$ cat src/rtl/gci_device_endpoint_if.sv
// Node-side bus of the GCI device endpoint: request/response path plus IRQ path.
// The node drives through the master modport; the endpoint uses the slave modport.
interface gci_device_endpoint_if;
    logic        iNODE_REQ;
    logic        oNODE_BUSY;
    logic        iNODE_RW;
    logic [31:0] iNODE_ADDR;
    logic [31:0] iNODE_DATA;
    logic        oNODE_REQ;
    logic        iNODE_BUSY;
    logic [31:0] oNODE_DATA;
    logic        oNODE_IRQ_REQ;
    logic        iNODE_IRQ_BUSY;
    logic [23:0] oNODE_IRQ_DATA;
    logic        iNODE_IRQ_ACK;

    modport slave (
        input  iNODE_REQ, iNODE_RW, iNODE_ADDR, iNODE_DATA, iNODE_BUSY,
               iNODE_IRQ_BUSY, iNODE_IRQ_ACK,
        output oNODE_BUSY, oNODE_REQ, oNODE_DATA, oNODE_IRQ_REQ, oNODE_IRQ_DATA
    );

    modport master (
        output iNODE_REQ, iNODE_RW, iNODE_ADDR, iNODE_DATA, iNODE_BUSY,
               iNODE_IRQ_BUSY, iNODE_IRQ_ACK,
        input  oNODE_BUSY, oNODE_REQ, oNODE_DATA, oNODE_IRQ_REQ, oNODE_IRQ_DATA
    );
endinterface

$ cat src/rtl/gci_device_endpoint.sv
// GCI device endpoint: internal regs at 0x00-0x0F, local user port above, read-to-clear IRQ flags.
// Define GCI_DEVICE_ENDPOINT_INTMASK_EN to implement the writable INTMASK register.
module gci_device_endpoint #(
    parameter logic [31:0] MEMSIZE     = 32'h0000_1000,
    parameter logic [7:0]  PRIORITY    = 8'h00,
    parameter logic [7:0]  USR_TIMEOUT = 8'hFF
) (
    input  logic                  iCLOCK,
    input  logic                  iRESET,
    output logic                  oDEV_VALID,
    gci_device_endpoint_if.slave  node,
    input  logic [23:0]           iEVENT,
    output logic                  oUSR_REQ,
    output logic                  oUSR_RW,
    output logic [31:0]           oUSR_ADDR,
    output logic [31:0]           oUSR_DATA,
    input  logic                  iUSR_ACK,
    input  logic [31:0]           iUSR_DATA
);

    typedef enum logic [1:0] {IDLE, LOCAL, RESP} dState_t;
    typedef enum logic [1:0] {I_IDLE, I_REQ, I_CLR} iState_t;

    dState_t     dState, dNext;
    iState_t     iState, iNext;
    logic [31:0] respData;
    logic [31:0] regRdata;
    logic [23:0] irqData;
    logic [23:0] pending;
    logic [23:0] mask;
    logic [23:0] clr;
    logic [7:0]  tmoCnt;
    logic        accept;
    logic        isInternal;
    logic        intflagRead;
    logic        tmoHit;
    logic        irqCond;

    assign accept      = (dState == IDLE) && node.iNODE_REQ;
    assign isInternal  = (node.iNODE_ADDR[31:4] == '0);
    assign intflagRead = accept && !node.iNODE_RW && isInternal && (node.iNODE_ADDR[3:2] == 2'd2);
    assign tmoHit      = (tmoCnt == USR_TIMEOUT);
    assign clr         = intflagRead ? pending : '0;
    assign irqCond     = |(pending & mask);

    always_comb begin
        regRdata = '0;
        case (node.iNODE_ADDR[3:2])
            2'd0:    regRdata = MEMSIZE;
            2'd1:    regRdata = {24'h0, PRIORITY};
            2'd2:    regRdata = {8'h0, pending};
            default: regRdata = {8'h0, mask};
        endcase
    end

`ifdef GCI_DEVICE_ENDPOINT_INTMASK_EN
    always_ff @(posedge iCLOCK or posedge iRESET) begin
        if (iRESET)
            mask <= '1;
        else if (accept && node.iNODE_RW && isInternal && (node.iNODE_ADDR[3:2] == 2'd3))
            mask <= node.iNODE_DATA[23:0];
    end
`else
    assign mask = '1;
`endif

    always_ff @(posedge iCLOCK or posedge iRESET) begin
        if (iRESET) begin
            dState <= IDLE;
            iState <= I_IDLE;
        end else begin
            dState <= dNext;
            iState <= iNext;
        end
    end

    always_comb begin
        dNext = dState;
        case (dState)
            IDLE:    if (accept) dNext = isInternal ? RESP : LOCAL;
            LOCAL:   if (iUSR_ACK || tmoHit) dNext = RESP;
            RESP:    if (!node.iNODE_BUSY) dNext = IDLE;
            default: dNext = IDLE;
        endcase
    end

    always_ff @(posedge iCLOCK or posedge iRESET) begin
        if (iRESET) begin
            respData  <= '0;
            oUSR_REQ  <= 1'b0;
            oUSR_RW   <= 1'b0;
            oUSR_ADDR <= '0;
            oUSR_DATA <= '0;
            tmoCnt    <= '0;
            oDEV_VALID <= 1'b0;
        end else begin
            oDEV_VALID <= 1'b1;
            oUSR_REQ   <= 1'b0;
            if (accept) begin
                if (isInternal) begin
                    respData <= node.iNODE_RW ? '0 : regRdata;
                end else begin
                    oUSR_REQ  <= 1'b1;
                    oUSR_RW   <= node.iNODE_RW;
                    oUSR_ADDR <= node.iNODE_ADDR - 32'h10;
                    oUSR_DATA <= node.iNODE_DATA;
                    tmoCnt    <= '0;
                end
            end else if (dState == LOCAL) begin
                // An ack in the timeout cycle still wins over the error response.
                if (iUSR_ACK)
                    respData <= oUSR_RW ? '0 : iUSR_DATA;
                else if (tmoHit)
                    respData <= '1;
                tmoCnt <= tmoCnt + 8'd1;
            end
        end
    end

    assign node.oNODE_REQ  = (dState == RESP);
    assign node.oNODE_BUSY = (dState != IDLE);
    assign node.oNODE_DATA = respData;

    always_ff @(posedge iCLOCK or posedge iRESET) begin
        if (iRESET)
            pending <= '0;
        else
            pending <= (pending & ~clr) | iEVENT;
    end

    always_comb begin
        iNext = iState;
        if (!node.iNODE_IRQ_BUSY) begin
            case (iState)
                I_IDLE:  if (irqCond) iNext = I_REQ;
                I_REQ:   if (node.iNODE_IRQ_ACK) iNext = I_CLR;
                I_CLR:   if (intflagRead) iNext = I_IDLE;
                default: iNext = I_IDLE;
            endcase
        end
    end

    always_ff @(posedge iCLOCK or posedge iRESET) begin
        if (iRESET)
            irqData <= '0;
        else if ((iState == I_IDLE) && !node.iNODE_IRQ_BUSY && irqCond)
            irqData <= pending & mask;
    end

    assign node.oNODE_IRQ_REQ  = (iState == I_REQ);
    assign node.oNODE_IRQ_DATA = irqData;

endmodule
$ cat src/flat_wrapper.sv
// flat-port wrapper written by rule: the top's interface ports become plain ports
module gci_device_endpoint_flat 
#(
    parameter logic [31:0] MEMSIZE     = 32'h0000_1000,
    parameter logic [7:0]  PRIORITY    = 8'h00,
    parameter logic [7:0]  USR_TIMEOUT = 8'hFF
)
  (iCLOCK, iRESET, oDEV_VALID, iEVENT, oUSR_REQ, oUSR_RW, oUSR_ADDR, oUSR_DATA, iUSR_ACK, iUSR_DATA, node_iNODE_REQ, node_iNODE_RW, node_iNODE_ADDR, node_iNODE_DATA, node_iNODE_BUSY, node_iNODE_IRQ_BUSY, node_iNODE_IRQ_ACK, node_oNODE_BUSY, node_oNODE_REQ, node_oNODE_DATA, node_oNODE_IRQ_REQ, node_oNODE_IRQ_DATA);
  gci_device_endpoint_if node_i ();
  input  logic iCLOCK;
  input  logic iRESET;
  output logic oDEV_VALID;
  input  logic [23:0] iEVENT;
  output logic oUSR_REQ;
  output logic oUSR_RW;
  output logic [31:0] oUSR_ADDR;
  output logic [31:0] oUSR_DATA;
  input  logic iUSR_ACK;
  input  logic [31:0] iUSR_DATA;
  input wire logic [$bits(node_i.iNODE_REQ)-1:0] node_iNODE_REQ;
  input wire logic [$bits(node_i.iNODE_RW)-1:0] node_iNODE_RW;
  input wire logic [$bits(node_i.iNODE_ADDR)-1:0] node_iNODE_ADDR;
  input wire logic [$bits(node_i.iNODE_DATA)-1:0] node_iNODE_DATA;
  input wire logic [$bits(node_i.iNODE_BUSY)-1:0] node_iNODE_BUSY;
  input wire logic [$bits(node_i.iNODE_IRQ_BUSY)-1:0] node_iNODE_IRQ_BUSY;
  input wire logic [$bits(node_i.iNODE_IRQ_ACK)-1:0] node_iNODE_IRQ_ACK;
  output wire logic [$bits(node_i.oNODE_BUSY)-1:0] node_oNODE_BUSY;
  output wire logic [$bits(node_i.oNODE_REQ)-1:0] node_oNODE_REQ;
  output wire logic [$bits(node_i.oNODE_DATA)-1:0] node_oNODE_DATA;
  output wire logic [$bits(node_i.oNODE_IRQ_REQ)-1:0] node_oNODE_IRQ_REQ;
  output wire logic [$bits(node_i.oNODE_IRQ_DATA)-1:0] node_oNODE_IRQ_DATA;
  assign node_i.iNODE_REQ = node_iNODE_REQ;
  assign node_i.iNODE_RW = node_iNODE_RW;
  assign node_i.iNODE_ADDR = node_iNODE_ADDR;
  assign node_i.iNODE_DATA = node_iNODE_DATA;
  assign node_i.iNODE_BUSY = node_iNODE_BUSY;
  assign node_i.iNODE_IRQ_BUSY = node_iNODE_IRQ_BUSY;
  assign node_i.iNODE_IRQ_ACK = node_iNODE_IRQ_ACK;
  assign node_oNODE_BUSY = node_i.oNODE_BUSY;
  assign node_oNODE_REQ = node_i.oNODE_REQ;
  assign node_oNODE_DATA = node_i.oNODE_DATA;
  assign node_oNODE_IRQ_REQ = node_i.oNODE_IRQ_REQ;
  assign node_oNODE_IRQ_DATA = node_i.oNODE_IRQ_DATA;
  gci_device_endpoint #(.MEMSIZE(MEMSIZE), .PRIORITY(PRIORITY), .USR_TIMEOUT(USR_TIMEOUT)) u_core (.iCLOCK(iCLOCK), .iRESET(iRESET), .oDEV_VALID(oDEV_VALID), .node(node_i), .iEVENT(iEVENT), .oUSR_REQ(oUSR_REQ), .oUSR_RW(oUSR_RW), .oUSR_ADDR(oUSR_ADDR), .oUSR_DATA(oUSR_DATA), .iUSR_ACK(iUSR_ACK), .iUSR_DATA(iUSR_DATA));
endmodule
$ cat config.mk
export PLATFORM = sky130hd
export DESIGN_NAME = gci_device_endpoint_flat
export DESIGN_NICKNAME = d
export VERILOG_FILES = /design/src/rtl/gci_device_endpoint_if.sv /design/src/rtl/gci_device_endpoint.sv /design/src/flat_wrapper.sv
export SDC_FILE = /design/constraint.sdc
export NUM_CORES = 1
export LEC_CHECK = 0
export CAP_MARGIN = 15
export CORE_MARGIN = 8
export CORE_UTILIZATION = 38
export DETAILED_ROUTE_END_ITERATION = 12
export PLACE_DENSITY = 0.76
export REMOVE_ABC_BUFFERS = 1
export SLEW_MARGIN = 0
export SYNTH_ARGS = -nofsm -noshare
export SYNTH_HDL_FRONTEND = slang
export SYNTH_SLANG_ARGS = --single-unit
$ cat constraint.sdc
create_clock -name iCLOCK -period 6.05 [get_ports iCLOCK]
set_input_delay 1.21 -clock iCLOCK [delete_from_list [all_inputs] [get_ports iCLOCK]]
set_output_delay 1.21 -clock iCLOCK [all_outputs]
set_load 0.005 [all_outputs]
==> results.toml, run 1 <==
[outcome]
status = "finished clean"

[die]
die_x_um = 152
initial_core_util_pct = 38.2
rows = 50
die_y_um = 152
coreArea_um2 = 18500
io_pins = 254
die_area_um2 = 23300

[cells_and_area]
fin_area_um2 = 10400
fin_util_pct = 56.0
multi_input_area_um2 = 2650
area_growth_pct = 46.5
fin_nets = 1097
final_cell_mix = "clkdlybuf4s50_1, nand2_1, dfrtp_1"
final_common_cell = "clkdlybuf4s50_1"
regArea_um2 = 3980
drive_gt1_share_pct = 7.66
fillers = 1640
antenna_cells = 0
stdcell_count = 1213

[min_path]
min_from = "u_core.oUSR_DATA[0]$_DFFE_PP0P_"
hp-class = "reg2reg"

[timing]
layout_setup_ws_ns = 2.22
finalCriticalPeriod_ns = 3.83
rsz0062_at_grt = "no"
slew-limit-headroom_pct = 44.1
skew_ns = 0.00985
clock.fmax_ghz = 0.261
setup_viol = 0
hold_ws_ns = 0.473
hold_viol = 0
finalSetupTns_ns = 0
worst_slew_pin_slew_ns = 0.837
period_share_pct = 63.4
final_max_slew_viol_count = 0

[cts]
post_cts_buffers = 0
insertion_delay_ns = 0.42
clock-sinks = 159
cts_resized = 0
clkTransAtPathRegs_ns = 0.06
holdBufCountCts = 0
clockRootBuffer = "clkbuf_16"
numCtsBuffers = 17
cts_max_path_buffers = 2
tritoncts = "yes"
cts_max_level = 4

[route]
viasPerCell = 4.93
drc = 0
wire_per_inst_um = 17.3
vias = 5985
wl_mm = 21.0
dr.pass1.iters = 4
drt.antenna.violating_nets = 0
drt_iter0_drc = 292

[global_route]
grt_overflow = 0
grt_max_degree = 77
grt_pass1_vias = 6004
antenna_found_initial = 0
grt_pass1_wl_mm = 33.6
track_usage_pct = 17.9

[critical_path]
r2r_start = "u_core.pending[20]$_DFF_PP0_"
cp.arrival_ns = 4.09
worstSetupStartpointType = "input port"
path_class = "in2reg"
crit_end = "u_core.oUSR_ADDR[7]$_DFFE_PP0P_"
startpoint = "node_iNODE_ADDR[20]"
rrSetupSlack_ns = 3.40
required_ns = 6.31
worstPathMaxFanout = 47
reg2regPathDepth = 5
endpoint_kind = "flip-flop"
reg2reg_to = "u_core.node.oNODE_IRQ_DATA[15]$_DFFE_PP0P_"

[pwr]
clock_power_share_pct = 25.5
finalPower_mw = 4.24
power.leakage_nw = 4.36
power.switching_mw = 1.32
comb_power_share_pct = 36.6
power_density_nw_per_um2 = 409
p_seq_share_pct = 37.9
ir_worst_vdd_v = 0.000209
swShare_pct = 31.0
internal_power_mw = 2.93

[logic_synthesis]
synthFlopType = "dfrtp_1"
synth-seq-cells = 159
synth_top_cell_area_share_pct = 56.2
ys_seq_area_share_pct = 56.2
synth.distinct_cells = 46
syn_inst = 720
synth_edf_count = 0
ys_warn_count = 0
synth_area_um2 = 7080
synth_top_area_cell = "dfrtp_1"
async_flop_share_pct = 100
syn_avg_cell_area_um2 = 9.83
synthTopCellsByArea = "dfrtp_1, nand2_1, o21ai_0, mux2_2, inv_1"

[place]
place_area_um2 = 9760
gp_congestion = 0.763
dp_hpwl_mm = 14.9
io_buffers = 253
post-place-cells = 1180
dp_slack_ns = 1.62

[job]
drv_cap = 0
## registers in the layout, indices dropped and copies added, names as in the netlist
name                        count
u_core.dState                   2
u_core.oUSR_ADDR               32
u_core.node.oNODE_IRQ_DATA     24
u_core.oUSR_DATA               32
u_core.tmoCnt                   8
u_core.oUSR_REQ                 1
u_core.oDEV_VALID               1
u_core.oUSR_RW                  1
u_core.iState                   2
u_core.node.oNODE_DATA         32
u_core.pending                 24
## critical path, stage by stage
cell	delay (ns)
clkdlybuf4s50_1	0.45
or4_1	0.64
or3_1	0.51
o31ai_4	0.29
buf_4	0.32
inv_2	0.38
nor2_1	0.21
a31oi_1	0.05
## routing by layer
metal	vias up	share of wire (%)	track usage, %
met5	-	0	0
met4	0	2.3	6.17
met3	36	5.8	4.62
met2	187	48	29.3
met1	2871	44	22.6
li1	2891	-	-
## power by group through the flow
stage	Combinational [mW]	Clock [mW]	Sequential, mW
after floorplan	0.539	0	1.65
after global placement	1.55	0	1.61
after detailed placement	1.58	0	1.62
after CTS	1.59	1.11	1.61
after global routing	1.71	1.15	1.65
final	1.55	1.08	1.61
## cell type report
| cell class | instances | area share [%] |
|---|---|---|
| Tap cell | 234 | 2.82 |
| Sequential cell | 159 | 38.4 |
| Inverter | 56 | 2.08 |
| Clock inverter | 11 | 1.28 |
| Multi-Input combinational cell | 466 | 25.6 |
| Clock buffer | 21 | 4.44 |
| Timing Repair Buffer | 266 | 25.4 |
## how the worst min path moves through the flow
stage,slack (ns),endpoint,depth (start not counted)
finish,0.47,u_core.oUSR_DATA[0]$_DFFE_PP0P_,2
global route,0.49,u_core.oUSR_DATA[0]$_DFFE_PP0P_,2
global placement,0.46,u_core.oUSR_ADDR[1]$_DFFE_PP0P_,2
CTS,0.48,u_core.oUSR_DATA[0]$_DFFE_PP0P_,2
floorplan,0.47,u_core.oUSR_ADDR[0]$_DFFE_PP0P_,2
detailed placement,0.46,u_core.oUSR_DATA[11]$_DFFE_PP0P_,2
## Yosys cell counts (2+ instances only)
master and number:
dfrtp_1 159, and4_1 2, and3_1 2, clkbuf_1 20, buf_2 4, nor3_1 13
a22o_1 8, o21ai_0 58, ha_1 3, a21o_1 24, a221o_1 2, inv_1 55
buf_4 2, nor4_1 12, nand4_1 7, o221ai_1 21, nand3_1 7, xor2_1 11
or4_1 4, nor3b_1 2, nand2_1 171, o21ai_1 6, buf_6 11, mux2_2 25
or2_2 2, nand2b_1 2, or3_1 3, nor2b_1 6, xnor2_1 19, and2_1 2
nor2_1 42
## logic make-up (layout without fill, tap and decap cells)
group | count (synthesis) | after routing | share of synthesized area [%]
XOR/XNOR | 30 | 30 | 3.71
multiplexers | 25 | 25 | 3.98
other | 1 | 1 | 0.0530
AO/OA/AOI/OAI | 126 | 126 | 11.9
AND/OR/NAND/NOR | 281 | 281 | 17.2
flip-flops | 159 | 159 | 56.2
adder cells (fa/ha/maj) | 3 | 3 | 0.530
buffers and inverters | 95 | 354 | 6.40
Note: power is estimated with default switching activity, not from simulation.
==> inputs of run 2 (changes only) <==
--- a/config.mk
+++ b/config.mk
@@ -9,7 +9,7 @@
 export CORE_MARGIN = 8
 export CORE_UTILIZATION = 38
 export DETAILED_ROUTE_END_ITERATION = 12
-export PLACE_DENSITY = 0.76
+export PLACE_DENSITY = 0.78
 export REMOVE_ABC_BUFFERS = 1
 export SLEW_MARGIN = 0
 export SYNTH_ARGS = -nofsm -noshare
==> constraint.sdc (replaced) <==
create_clock -name iCLOCK -period 3.4 [get_ports iCLOCK]
set_input_delay 0.68 -clock iCLOCK [delete_from_list [all_inputs] [get_ports iCLOCK]]
set_output_delay 0.68 -clock iCLOCK [all_outputs]
set_load 0.005 [all_outputs]
==> results.toml, run 2 (same netlist as run 1, synthesis figures left out) <==
[cells_and_area]
fin_util_pct = 56.5
final_cell_mix = "clkdlybuf4s50_1, nand2_1, dfrtp_1"
antenna_cells = 0
fin_nets = 1105
drive_gt1_share_pct = 8.51
fillers = 1626
final_common_cell = "clkdlybuf4s50_1"
area_growth_pct = 47.8

[timing]
period_share_pct = 85.0
worst_slew_pin_slew_ns = 0.765
slew-limit-headroom_pct = 48.8
finalCriticalPeriod_ns = 2.89
layout_setup_ws_ns = 0.510
hold_ws_ns = 0.473
setup_viol = 0
clock.fmax_ghz = 0.346
rsz0062_at_grt = "no"
final_max_slew_viol_count = 0
skew_ns = 0.00812
hold_viol = 0

[outcome]
status = "finished clean"

[global_route]
track_usage_pct = 17.7
grt_pass1_vias = 6065
grt_overflow = 0
grt_pass1_wl_mm = 33.3
antenna_found_initial = 0
grt_max_degree = 66

[die]
die_y_um = 152
rows = 50
initial_core_util_pct = 38.2
die_x_um = 152
io_pins = 254
coreArea_um2 = 18500
die_area_um2 = 23300

[route]
dr.pass1.iters = 4
drt.antenna.violating_nets = 0
wire_per_inst_um = 17.1
viasPerCell = 4.88
met2_length_mm = 10.5
drt_iter0_drc = 334
drc = 0
dr.max_layer_used = "met4"
wl_mm = 20.9
wl_met3_mm = 1.26
wl_met1_mm = 8.73
vias = 5953

[critical_path]
cp.arrival_ns = 3.16
endpoint_kind = "flip-flop"
worstSetupStartpointType = "input port"
path_class = "in2reg"
required_ns = 3.67
worstPathMaxFanout = 20

[place]
dp_hpwl_mm = 15.2
io_buffers = 253
dp_slack_ns = 0.0640
gp_congestion = 0.780

[cts]
tritoncts = "yes"
post_cts_buffers = 0
cts_resized = 0
insertion_delay_ns = 0.41
holdBufCountCts = 0
numCtsBuffers = 17
clkTransAtPathRegs_ns = 0.06
cts_max_level = 4
clock-sinks = 159
clockRootBuffer = "clkbuf_16"
cts_max_path_buffers = 2

[pwr]
ir_worst_vdd_v = 0.000395
power.leakage_nw = 4.42
power_density_nw_per_um2 = 721

[job]
drv_cap = 0

[min_path]
hp-class = "reg2reg"
[run 2: final timing paths]
check / start / to / slack (ns) / depth (start not counted)
max: node_iNODE_ADDR[20] / u_core.node.oNODE_DATA[15]$_DFFE_PP0P_ / 0.51 / 9
min: u_core.oUSR_DATA[8]$_DFFE_PP0P_ / u_core.oUSR_DATA[8]$_DFFE_PP0P_ / 0.47 / 2
max reg2reg: u_core.pending[20]$_DFF_PP0_ / u_core.node.oNODE_IRQ_DATA[6]$_DFFE_PP0P_ / 0.99 / 5
min reg2reg: u_core.oUSR_DATA[8]$_DFFE_PP0P_ / u_core.oUSR_DATA[8]$_DFFE_PP0P_ / 0.47 / 2
max in group asynchronous: iRESET / u_core.pending[12]$_DFF_PP0_ / 2.01 / 3
min in group asynchronous: iRESET / u_core.oUSR_DATA[23]$_DFFE_PP0P_ / 0.73 / 2
[run 2: final cells by class]
class	count	area, um^2	area share (%)
clock buffer	18	429	4.10
clock inverter	14	130	1.24
inverter	56	215	2.06
multi-input combinational	466	2650	25.3
sequential	159	3980	38.0
tap	234	293	2.80
timing repair buffer	274	2770	26.4
[run 2: report_power, final]
group / leakage (nW) / switching [mW] / internal [mW] / total, mW
logic: 2.35 / 1.20 / 1.64 / 2.84
registers: 1.79 / 0.367 / 2.51 / 2.88
clock network: 0.278 / 0.810 / 1.02 / 1.83
total: 4.42 / 2.38 / 5.17 / 7.54
[run 2: worst max-delay path: stages]
cell             delay [ns]
clkdlybuf4s50_1        0.46
or4_1                  0.56
buf_4                  0.17
nor3_1                 0.29
buf_4                  0.18
and3_1                 0.17
or2_0                  0.29
buf_12                 0.21
o221ai_1               0.14
[run 2: per-stage QoR]
step                area (um^2)  TNS [ns]  cells  power [mW]
global placement           9900         0   1189        5.69
detailed placement         9900         0   1189        5.78
finish                    10500         0   1221        7.54
CTS                       10500         0   1221        7.64
floorplan                  6840   -319.16    681        3.89
global route              10500         0   1221        8.01
[run 2: metal layers]
| layer | vias to the layer above | global-route usage (%) |
|---|---|---|
| met5 | - | 0 |
| met4 | 0 | 6.22 |
| met3 | 21 | 4.42 |
| met2 | 174 | 30.4 |
| met1 | 2854 | 21.4 |
| li1 | 2904 | - |
==> inputs of run 3 (changes only) <==
--- a/config.mk
+++ b/config.mk
@@ -6,10 +6,11 @@
 export NUM_CORES = 1
 export LEC_CHECK = 0
 export CAP_MARGIN = 15
+export CORE_ASPECT_RATIO = 0.5
 export CORE_MARGIN = 8
-export CORE_UTILIZATION = 38
+export CORE_UTILIZATION = 41
 export DETAILED_ROUTE_END_ITERATION = 12
-export PLACE_DENSITY = 0.78
+export PLACE_DENSITY = 0.83
 export REMOVE_ABC_BUFFERS = 1
 export SLEW_MARGIN = 0
 export SYNTH_ARGS = -nofsm -noshare
==> results.toml, run 3 (same netlist as run 1, synthesis figures left out) <==
[route]
drt.antenna.violating_nets = 0
wire_per_inst_um = 17.8
drt_iter0_drc = 284
viasPerCell = 4.97
dr.pass1.iters = 4
drc = 0
vias = 6074
wl_mm = 21.8

[cts]
cts_resized = 0
clockRootBuffer = "clkbuf_16"
cts_max_level = 4
holdBufCountCts = 0
tritoncts = "yes"
post_cts_buffers = 0
numCtsBuffers = 17
clock-sinks = 159
clkTransAtPathRegs_ns = 0.07
insertion_delay_ns = 0.41
cts_max_path_buffers = 2

[cells_and_area]
antenna_cells = 0
final_common_cell = "clkdlybuf4s50_1"
area_growth_pct = 47.3
final_cell_mix = "clkdlybuf4s50_1, nand2_1, dfrtp_1"
drive_gt1_share_pct = 8.41
fin_nets = 1105

[timing]
rsz0062_at_grt = "no"
setup_viol = 0
finalCriticalPeriod_ns = 2.99
final_max_slew_viol_count = 0
clock.fmax_ghz = 0.335
slew-limit-headroom_pct = 38.2
skew_ns = 0.0156
period_share_pct = 87.9
hold_viol = 0
worst_slew_pin_slew_ns = 0.924
layout_setup_ws_ns = 0.411

[global_route]
antenna_found_initial = 0
track_usage_pct = 19.5
grt_max_degree = 66
grt_pass1_wl_mm = 34.5
grt_overflow = 0
grt_pass1_vias = 6489

[die]
initial_core_util_pct = 41.3
die_area_um2 = 22000
rows = 34
io_pins = 254
die_x_um = 202
die_y_um = 109
coreArea_um2 = 17100

[critical_path]
cp.arrival_ns = 3.24
reg2reg_to = "u_core.node.oNODE_IRQ_DATA[6]$_DFFE_PP0P_"
reg2regPathDepth = 5
required_ns = 3.65
r2r_start = "u_core.pending[14]$_DFF_PP0_"
endpoint_kind = "flip-flop"
worstSetupStartpointType = "input port"
worstPathMaxFanout = 47
startpoint = "node_iNODE_ADDR[20]"
crit_end = "u_core.oUSR_ADDR[7]$_DFFE_PP0P_"
path_class = "in2reg"
rrSetupSlack_ns = 0.89

[pwr]
power_density_nw_per_um2 = 723
ir_worst_vdd_v = 0.000370
finalPower_mw = 7.54
power.leakage_nw = 4.39

[place]
dp_slack_ns = -0.0403
dp_hpwl_mm = 15.9
gp_congestion = 0.820
io_buffers = 253

[min_path]
hp-class = "reg2reg"

[outcome]
status = "finished clean"

[job]
drv_cap = 0
## run 3: cell count changes in the layout (fill, tap and decap cells not counted)
cell / change
clkinvlp_4: +5
clkinv_2: -4
buf_12: -3
buf_4: +3
inv_6: -2
clkbuf_1: +1
or2_0: -1
or2_1: +1
## run 3: worst max-delay path, cell delays in order
cell and delay (ns):
clkdlybuf4s50_1 0.46, or4_1 0.57, or3_1 0.50, o31ai_4 0.38, inv_2 0.38, nor2_1 0.21, a31oi_1 0.05
## run 3: worst min path at each step
stage	from	endpoint	slack, ns	cells past startpoint
after CTS	u_core.oUSR_DATA[16]$_DFFE_PP0P_	u_core.oUSR_DATA[16]$_DFFE_PP0P_	0.48	2
final	u_core.oUSR_DATA[16]$_DFFE_PP0P_	u_core.oUSR_DATA[16]$_DFFE_PP0P_	0.47	2
after detailed placement	u_core.oUSR_DATA[16]$_DFFE_PP0P_	u_core.oUSR_DATA[16]$_DFFE_PP0P_	0.46	2
after global routing	u_core.oUSR_DATA[4]$_DFFE_PP0P_	u_core.oUSR_DATA[4]$_DFFE_PP0P_	0.50	2
after floorplan	u_core.oUSR_ADDR[0]$_DFFE_PP0P_	u_core.oUSR_ADDR[0]$_DFFE_PP0P_	0.47	2
after global placement	u_core.oUSR_DATA[31]$_DFFE_PP0P_	u_core.oUSR_DATA[31]$_DFFE_PP0P_	0.46	2
## run 3: power by group
part	total (mW)	internal (mW)	switching (mW)	leakage, nW
clock	1.84	1.03	0.815	0.255
sequential	2.87	2.51	0.364	1.79
combinational	2.82	1.60	1.22	2.34
total	7.54	5.13	2.40	4.39
## run 3: metrics by stage
stage	util (%)	cell area [um^2]	hold slack [ns]	TNS, ns	cells
2_1_floorplan	-	6840	0.470	-319.16	681
3_3_place_gp	57.5	9870	0.459	0	1189
3_5_place_dp	57.5	9870	0.461	-0.0407	1189
4_1_cts	60.8	10400	0.479	0	1221
5_1_grt	60.8	10400	0.504	0	1221
6_report	60.8	10400	0.474	0	1221
## run 3: cell type report
type / instances / area, um^2
fillers: 1366 / 6720
clock buffers: 19 / 433
clock inverters: 13 / 130
flip-flops and latches: 159 / 3980
inverters: 56 / 215
multi-input cells: 466 / 2650
repair buffers: 274 / 2730
well taps: 234 / 293
## run 3: layer usage
| layer | track usage [%] | wire (um) |
|---|---|---|
| met5 | 0 | 0 |
| met4 | 5.81 | 290 |
| met3 | 4.86 | 1330 |
| met2 | 35.5 | 11400 |
| met1 | 22.8 | 8800 |
